--- src/rtl/tt_sweep_pkg.sv ---
// Shared constants, state encoding and width helper for the truth-table sweep/capture stage.
package tt_sweep_pkg;

  localparam int N_IN  = 7;
  localparam int TT_W  = 1 << N_IN;
  localparam int ERR_W = 8;

  typedef enum logic [1:0] {
    IDLE  = 2'd0,
    SWEEP = 2'd1,
    DONE  = 2'd2
  } state_t;

  // Width of a counter that must hold 0..n-1; never narrower than one bit.
  function automatic int cnt_width(input int n);
    return (n <= 1) ? 1 : $clog2(n);
  endfunction

endpackage

--- src/rtl/tt_sweep_capture.sv ---
// Sweeps all input patterns of an N_IN-input function block, captures its truth table,
// counts mismatches against a reference table and offers the result on a valid/ready handshake.
module tt_sweep_capture
  import tt_sweep_pkg::*;
#(
  parameter int SETTLE = 1
) (
  input  logic              clk,
  input  logic              rst,
  input  logic              start,
  input  logic [TT_W-1:0]   expected_i,
  output logic [N_IN-1:0]   x_o,
  input  logic              f_i,
  output logic              busy,
  output logic [TT_W-1:0]   tt_o,
  output logic [ERR_W-1:0]  err_cnt_o,
  output logic              match_o,
  output logic              tt_valid,
  input  logic              tt_ready
);

  localparam int              CW          = cnt_width(SETTLE);
  localparam logic [CW-1:0]   SETTLE_LAST = CW'(SETTLE - 1);
  localparam logic [N_IN-1:0] IDX_LAST    = '1;

  state_t            state, state_d;
  logic [N_IN-1:0]   idx;
  logic [CW-1:0]     settle_cnt;
  logic [TT_W-1:0]   expected_q;
  logic              capture;
  logic              err_bit;
  logic [ERR_W-1:0]  err_next;

  assign x_o  = idx;
  assign busy = (state != IDLE);

  assign err_bit  = f_i ^ expected_q[idx];
  assign err_next = err_cnt_o + ERR_W'(err_bit);

  // NOTE: every signal assigned in always_comb gets a default first so no latch is inferred.
  always_comb begin
    state_d = state;
    capture = 1'b0;
    case (state)
      IDLE:  if (start) state_d = SWEEP;
      SWEEP: begin
        capture = (settle_cnt == SETTLE_LAST);
        if (capture && (idx == IDX_LAST)) state_d = DONE;
      end
      DONE:  if (tt_ready) state_d = IDLE;
      default: state_d = IDLE;
    endcase
  end

  // NOTE: sequential state uses non-blocking assignments so every register samples pre-edge values.
  always_ff @(posedge clk) begin
    if (rst) state <= IDLE;
    else     state <= state_d;
  end

  always_ff @(posedge clk) begin
    if (rst) begin
      idx        <= '0;
      settle_cnt <= '0;
      tt_o       <= '0;
      err_cnt_o  <= '0;
      match_o    <= 1'b0;
      tt_valid   <= 1'b0;
    end else begin
      case (state)
        IDLE: if (start) begin
          tt_o       <= '0;
          err_cnt_o  <= '0;
          match_o    <= 1'b0;
          idx        <= '0;
          settle_cnt <= '0;
        end
        SWEEP: if (capture) begin
          tt_o[idx]  <= f_i;
          err_cnt_o  <= err_next;
          idx        <= idx + 1'b1;
          settle_cnt <= '0;
          // Last pattern: the match flag must include this final bit's contribution.
          if (idx == IDX_LAST) begin
            tt_valid <= 1'b1;
            match_o  <= (err_next == '0);
          end
        end else begin
          settle_cnt <= settle_cnt + 1'b1;
        end
        DONE: if (tt_ready) tt_valid <= 1'b0;
        default: ;
      endcase
    end
  end

  // NOTE: the reference table has no reset; it is always loaded on an accepted start before use.
  always_ff @(posedge clk) begin
    if (state == IDLE && start) expected_q <= expected_i;
  end

endmodule

--- config.mk ---
export PLATFORM = sky130hd
export DESIGN_NAME = tt_sweep_capture
export DESIGN_NICKNAME = d
export VERILOG_FILES = /design/src/rtl/tt_sweep_pkg.sv /design/src/rtl/tt_sweep_capture.sv
export SDC_FILE = /design/constraint.sdc
export NUM_CORES = 1
export LEC_CHECK = 0
export BUFFER_PORTS_ARGS = -buffer_cell sky130_fd_sc_hd__buf_2
export CAP_MARGIN = 20
export CORE_ASPECT_RATIO = 0.9
export CORE_MARGIN = 2
export CORE_UTILIZATION = 53
export DETAILED_ROUTE_END_ITERATION = 12
export GPL_TIMING_DRIVEN = 1
export PLACE_DENSITY = 0.84
export SLEW_MARGIN = 20
export SYNTH_ARGS = -nofsm -noshare
export SYNTH_HDL_FRONTEND = slang
export SYNTH_SLANG_ARGS = --single-unit
--- constraint.sdc ---
create_clock -name clk -period 4.55 [get_ports clk]
set_clock_uncertainty 0.2 [all_clocks]
set_input_delay 0.91 -clock clk [delete_from_list [all_inputs] [get_ports clk]]
set_output_delay 0.91 -clock clk [all_outputs]
set_load 0.02 [all_outputs]
=== Word-level counts from Yosys, hierarchy flattened ===
Cells that the tools add are included.

* Add/sub/neg operators: 3
* $lt $le $gt $ge: 2
* Equality and inequality tests: 8
* Mux-type cells: 29
* Bitwise logic cells: 2
* Reductions and logical operators: 13

{| class="wikitable"
|+ Operator list
! kind !! count
|-
| $mux W128 || 2
|-
| $pmux W128 S2 || 1
|-
| $bwmux W128 || 1
|-
| $mux W8 || 2
|-
| $pmux W8 S2 || 1
|-
| $mux W7 || 2
|-
| $pmux W7 S2 || 1
|-
| $mux W1 || 10
|-
| $ne A2 B2 Y1 const B || 5
|-
| $add A8 B1 Y8 || 1
|-
| $logic_not A8 Y1 || 1
|-
| $lt A7 B8 Y1 const B || 1
|-
| $reduce_and A4 Y1 || 2
|-
| $add A7 B1 Y7 const B || 1
|-
| $bmux W1 S7 || 1
|-
| $demux W1 S7 || 1
|-
| $eq A7 B7 Y1 const B || 1
|-
| $ge A7 B1 Y1 const B || 1
|-
| $mux W2 || 3
|-
| $pmux W1 S2 || 3
|-
| $pmux W2 S3 || 1
|-
| $reduce_and A3 Y1 || 2
|-
| $reduce_bool A2 Y1 || 3
|-
| $logic_and A1 B1 Y1 || 3
|-
| 7 further kinds || 7
|}

* Register bits after elaboration: 276
* Output and inout bits: 146

=== Longest topological paths before layout ===
* Word-level depth: 8
* Mapped depth: 18
* Mapped depth without buffers: 15

=== Worst setup path before layout ===
Ideal clock, no wire load.

* Kind: input to register
* Start: in start
* End: reg tt_o[71]
* Setup time: 0.070 ns
* Arrival: 3.811 ns
* Data required time: 4.280 ns
* Setup slack: 0.468 ns
* Stages: 8
* Cells stage by stage: nand2_1 -> inv_2 -> nor2_2 -> clkbuf_1 -> nor3_2 -> clkbuf_1 -> nand3_1 -> a21oi_1

* Word-level cells in the longest chain between the ends: 2

{| class="wikitable"
|+ Ends and longest elaborated chain
! what !! line !! RTL
|-
| start: declaration || tt_sweep_capture.sv:10 || <nowiki>input logic start,</nowiki>
|-
| $ne A2 B2 Y1 (no source line) || -- ||
|-
| $reduce_and A3 Y1 (no source line) || -- ||
|-
| end signal: indexed assignment || tt_sweep_capture.sv:79 || <nowiki>tt_o[idx] <= f_i;</nowiki>
|-
| end: declaration || tt_sweep_capture.sv:15 || <nowiki>output logic [TT_W-1:0] tt_o,</nowiki>
|}

Every way passes these cells.
A chain may end at the register's enable or synchronous reset.

=== Worst setup path after layout ===
* Start: reg idx[0] (netlist: x_o[0])
* End: reg match_o

* Word-level cells in the longest chain between the ends: 8

{| class="wikitable"
|+ Ends and longest elaborated chain
! what !! line !! RTL
|-
| start: declaration || tt_sweep_capture.sv:27 || <nowiki>logic [N_IN-1:0] idx;</nowiki>
|-
| start signal: assignment || tt_sweep_capture.sv:81 || <nowiki>idx <= idx + 1'b1;</nowiki>
|-
| $bmux W1 S7 || tt_sweep_capture.sv:37 || <nowiki>assign err_bit = f_i ^ expected_q[idx];</nowiki>
|-
| $mux W1 (implied by the code) || tt_sweep_capture.sv:37 ||
|-
| $xor A1 B1 Y1 || tt_sweep_capture.sv:37 ||
|-
| $add A8 B1 Y8 || tt_sweep_capture.sv:38 || <nowiki>assign err_next = err_cnt_o + ERR_W'(err_bit);</nowiki>
|-
| $logic_not A8 Y1 || tt_sweep_capture.sv:86 || <nowiki>match_o <= (err_next == '0);</nowiki>
|-
| $mux W1 || tt_sweep_capture.sv:84 || <nowiki>if (idx == IDX_LAST) begin</nowiki>
|-
| $mux W1 || tt_sweep_capture.sv:78 || <nowiki>SWEEP: if (capture) begin</nowiki>
|-
| $pmux W1 S2 || tt_sweep_capture.sv:70 || <nowiki>case (state)</nowiki>
|-
| end signal: assignment || tt_sweep_capture.sv:86 ||
|-
| end: declaration || tt_sweep_capture.sv:17 || <nowiki>output logic match_o,</nowiki>
|}

Several ways; a longest one is shown, not always the timed one. The select of a mux whose other input is x is not followed.

==> flow_summary.yaml <==
run:
  maxCapViolations: 0
cts:
  clk_latency_ps: 530
  cts_buffers: 28
  cts_root_buf: "clkbuf_16"
  clkTransAtPathRegs_ps: 60
  cts_tree: "done"
  h-tree-depth: 1
  cts.sinks: 276
  post_cts_buffers: 0
  clockBufferDepth: 3
routing:
  met1_length_mm: 13.73
  wl_met3_mm: 3.537
  drt_iter0_drc: 1328
  wl_per_cell_um: 21.43
  routed_wl_mm: 34.76
  vias: 9940
  dr.pass1.iters: 6
  top_layer_used: "met4"
  postRouteAntennaNets: 0
  wl_met2_mm: 16.33
  drc: 0
  vias_per_cell: 6.128
cells_and_area:
  finish.instance_area_um2: 13930
  mostFrequentLayoutCell: "buf_2"
  final_cells: 1622
  area_delta_synth_final_pct: 24.88
  layout_common_cells: "278 x buf_2, 146 x dfxtp_1, 144 x a21oi_1"
  nets: 1448
  layout-drive-gt1-share_pct: 29.84
yosys:
  syn_area_um2: 11150
  synth_cells: 1052
  yosysUniqueCellTypes: 60
  yosys_most_used_dff: "dfxtp_1"
  synth_area_leader_cell: "edfxtp_1"
  ys_warn_count: 0
  synth_edf_count: 128
  syn_area_per_cell_um2: 10.60
  ys_ff_latch: 276
  ys_top_cells_by_area: "edfxtp_1 34%, dfxtp_1 27%, a21oi_1 6.5%, nand3_1 6.1%, o21ai_0 5.1%"
  synth_seq_area_share_pct: 61.03
  yosysTopAreaCellShare_pct: 34.47
  synth_nets: 1188
  synthArstFlopShare_pct: 0
worst_setup_path:
  startpoint_type: "flip-flop"
  path_cells: "mux4_2 > mux4_2 > o22ai_1 > nor3_1 > nor4_2 > o221ai_1 > xnor2_1 > ha_1 > nand3_1 > nor2_1 > a21oi_1 > or4_1 > nor4_1 > a21oi_1 > nor2_1"
  critical_path_arrival_ps: 4470
  cp_slowest_stage_delay_ps: 540
  crit_family: "simple AND/OR/NAND/NOR gates"
  worst_path_max_delay_cell: "mux4_2"
  rr_startpoint: "x_o[0]$_SDFFE_PP0P_"
  crit_type: "flip-flop to flip-flop"
  worst-endpoint-required_ps: 4820
  r2r_end: "match_o$_SDFFE_PP0P_"
  critical_path_buf_inv_count: 0
  cp_max_fo: 15
  endpoint_kind: "flip-flop"
  reg2reg_slack_ps: 350
  ff2ff_path_depth: 15
grt:
  grt_pass1_vias: 9352
  overflow: 0
  grt_pass1_wl_mm: 52.05
  grtUsageTotal_pct: 30.45
  grt_max_degree: 114
  antenna_found_initial: 2
placement:
  place_hpwl_mm: 23.06
  dpl_cell_area_um2: 12880
  gp_congestion: 0.8685
  dp_cells: 1568
  port_buffers: 278
min_path:
  min-delay-start: "tt_o[15]$_SDFFE_PP0P_"
  whs_path_depth: 2
  hold_end: "tt_o[15]$_SDFFE_PP0P_"
  hp-class: "flip-flop to flip-flop"
die:
  die_h_um: 141.6
  core.rowCount: 50
  start_util_pct: 53.85
  coreArea_um2: 20710
  die_x_um: 156.9
  fp.dieArea_um2: 22220
  ios: 279
sta:
  slew_viol_final: 0
  rsz0062_at_grt: "false"
  post-route-period-util_pct: 92.28
  finalSetupViolations: 0
  setup_tns_ps: 0
  hold_violations: 0
  tightest_slew_ps: 1150
  slew_headroom_pct: 23.31
  min_period_ps: 4199
  max_freq_mhz: 238.2
pwr:
  irDropWorstVdd_uv: 344.6
  p_leak_nw: 5.258
  power_density_nw_per_um2: 399.4
run_status:
  status: "finished, final reports clean"
[worst reg2reg max path, delay by kind of cell, from the launching register on]
family	cells	cell delay, ps
AND/OR/NAND/NOR	7	1330
multiplexers	2	1040
AO/OA/AOI/OAI	4	550
flip-flops	1	480
adder cells (fa/ha/maj)	1	290
XOR/XNOR	1	250
[routing by layer]
layer / vias to the layer above / track usage (%)
met3: 92 / 5.956
li1: 4468 / -
met5: - / 0
met2: 674 / 49.15
met4: 0 / 10.19
met1: 4706 / 41.49
[sequential cells by signal (all words and copies together), names as in the netlist]
| register | cells |
|---|---|
| err_cnt_o | 8 |
| expected_q | 128 |
| match_o | 1 |
| settle_cnt | 1 |
| state | 2 |
| tt_o | 128 |
| tt_valid | 1 |
| x_o | 7 |
[per-stage QoR]
step | power (mW) | hold slack, ps | setup WS [ps] | util [%]
6_report | 5.563 | 272.4 | 351.3 | 67.26
5_1_grt | 5.696 | 291.5 | 11.87 | 67.26
4_1_cts | 5.571 | 272.1 | 202.6 | 67.22
3_5_place_dp | 3.076 | 263.3 | 316.9 | 62.22
3_3_place_gp | 3.069 | 257.4 | 444.6 | 62.19
2_1_floorplan | 2.929 | 273.4 | 468.1 | -
[worst max path at each step]
stage | slack [ps] | cells after the start | start | end
finish | 350 | 15 | x_o[0]$_SDFFE_PP0P_ | match_o$_SDFFE_PP0P_
detailed placement | 320 | 15 | x_o[0]$_SDFFE_PP0P_ | match_o$_SDFFE_PP0P_
global route | 10 | 15 | x_o[2]$_SDFFE_PP0P_ | match_o$_SDFFE_PP0P_
global placement | 440 | 15 | x_o[0]$_SDFFE_PP0P_ | match_o$_SDFFE_PP0P_
floorplan | 470 | 8 | start | tt_o[71]$_SDFFE_PP0P_
CTS | 200 | 15 | x_o[0]$_SDFFE_PP0P_ | match_o$_SDFFE_PP0P_
[cell usage after synthesis (4+ instances only)]
| cell | count |
|---|---|
| a221oi_1 | 8 |
| nand2b_1 | 12 |
| nand4_1 | 11 |
| and3_1 | 7 |
| nor2b_1 | 11 |
| o21ai_1 | 9 |
| a31oi_1 | 6 |
| o21ai_0 | 113 |
| nand2_1 | 43 |
| nor2_1 | 43 |
| xnor2_1 | 5 |
| mux2i_1 | 24 |
| o211ai_1 | 13 |
| edfxtp_1 | 128 |
| mux4_2 | 7 |
| nand3_1 | 135 |
| nor3_1 | 15 |
| mux2_2 | 7 |
| dfxtp_1 | 148 |
| a21oi_1 | 144 |
| buf_2 | 18 |
| or3_1 | 8 |
| o22ai_1 | 7 |
| buf_1 | 4 |
| a22oi_1 | 11 |
| clkbuf_1 | 61 |
[area by class of cell]
cell class / count / area (um2)
Sequential cell: 276 / 6814
Clock inverter: 17 / 242.7
Fill cell: 1542 / 6780
Clock buffer: 35 / 792.0
Antenna cell: 2 / 5.005
Timing Repair Buffer: 315 / 1682
Tap cell: 286 / 357.8
Multi-Input combinational cell: 687 / 4016
Inverter: 4 / 17.52
[kinds of logic (layout without fill, tap and decap cells)]
logic type,after synthesis,count (layout),share of synthesized area [%]
DFF,276,276,61.03
other,0,2,0
and+or+nand+nor,308,308,13.96
buffers and inverters,89,371,3.299
muxes,39,39,4.376
adders and majority gates,3,3,0.3366
AOI/OAI and AO/OA,330,330,16.45
xor gates and xnor gates,7,7,0.5498
[power breakdown]
part,internal (mW),total (mW),leakage (nW),switching (mW)
Clock,1.57,2.53,0.510,0.962
Sequential,2.68,2.71,2.41,0.0314
Combinational,0.114,0.320,2.34,0.206
Total,4.36,5.56,5.26,1.20
[timing repair]
item                       CTS  global route
hold buffers                 0             0
gates resized for setup      0             1
setup endpoints to repair    0             1
(Power assumes the default switching activity.)
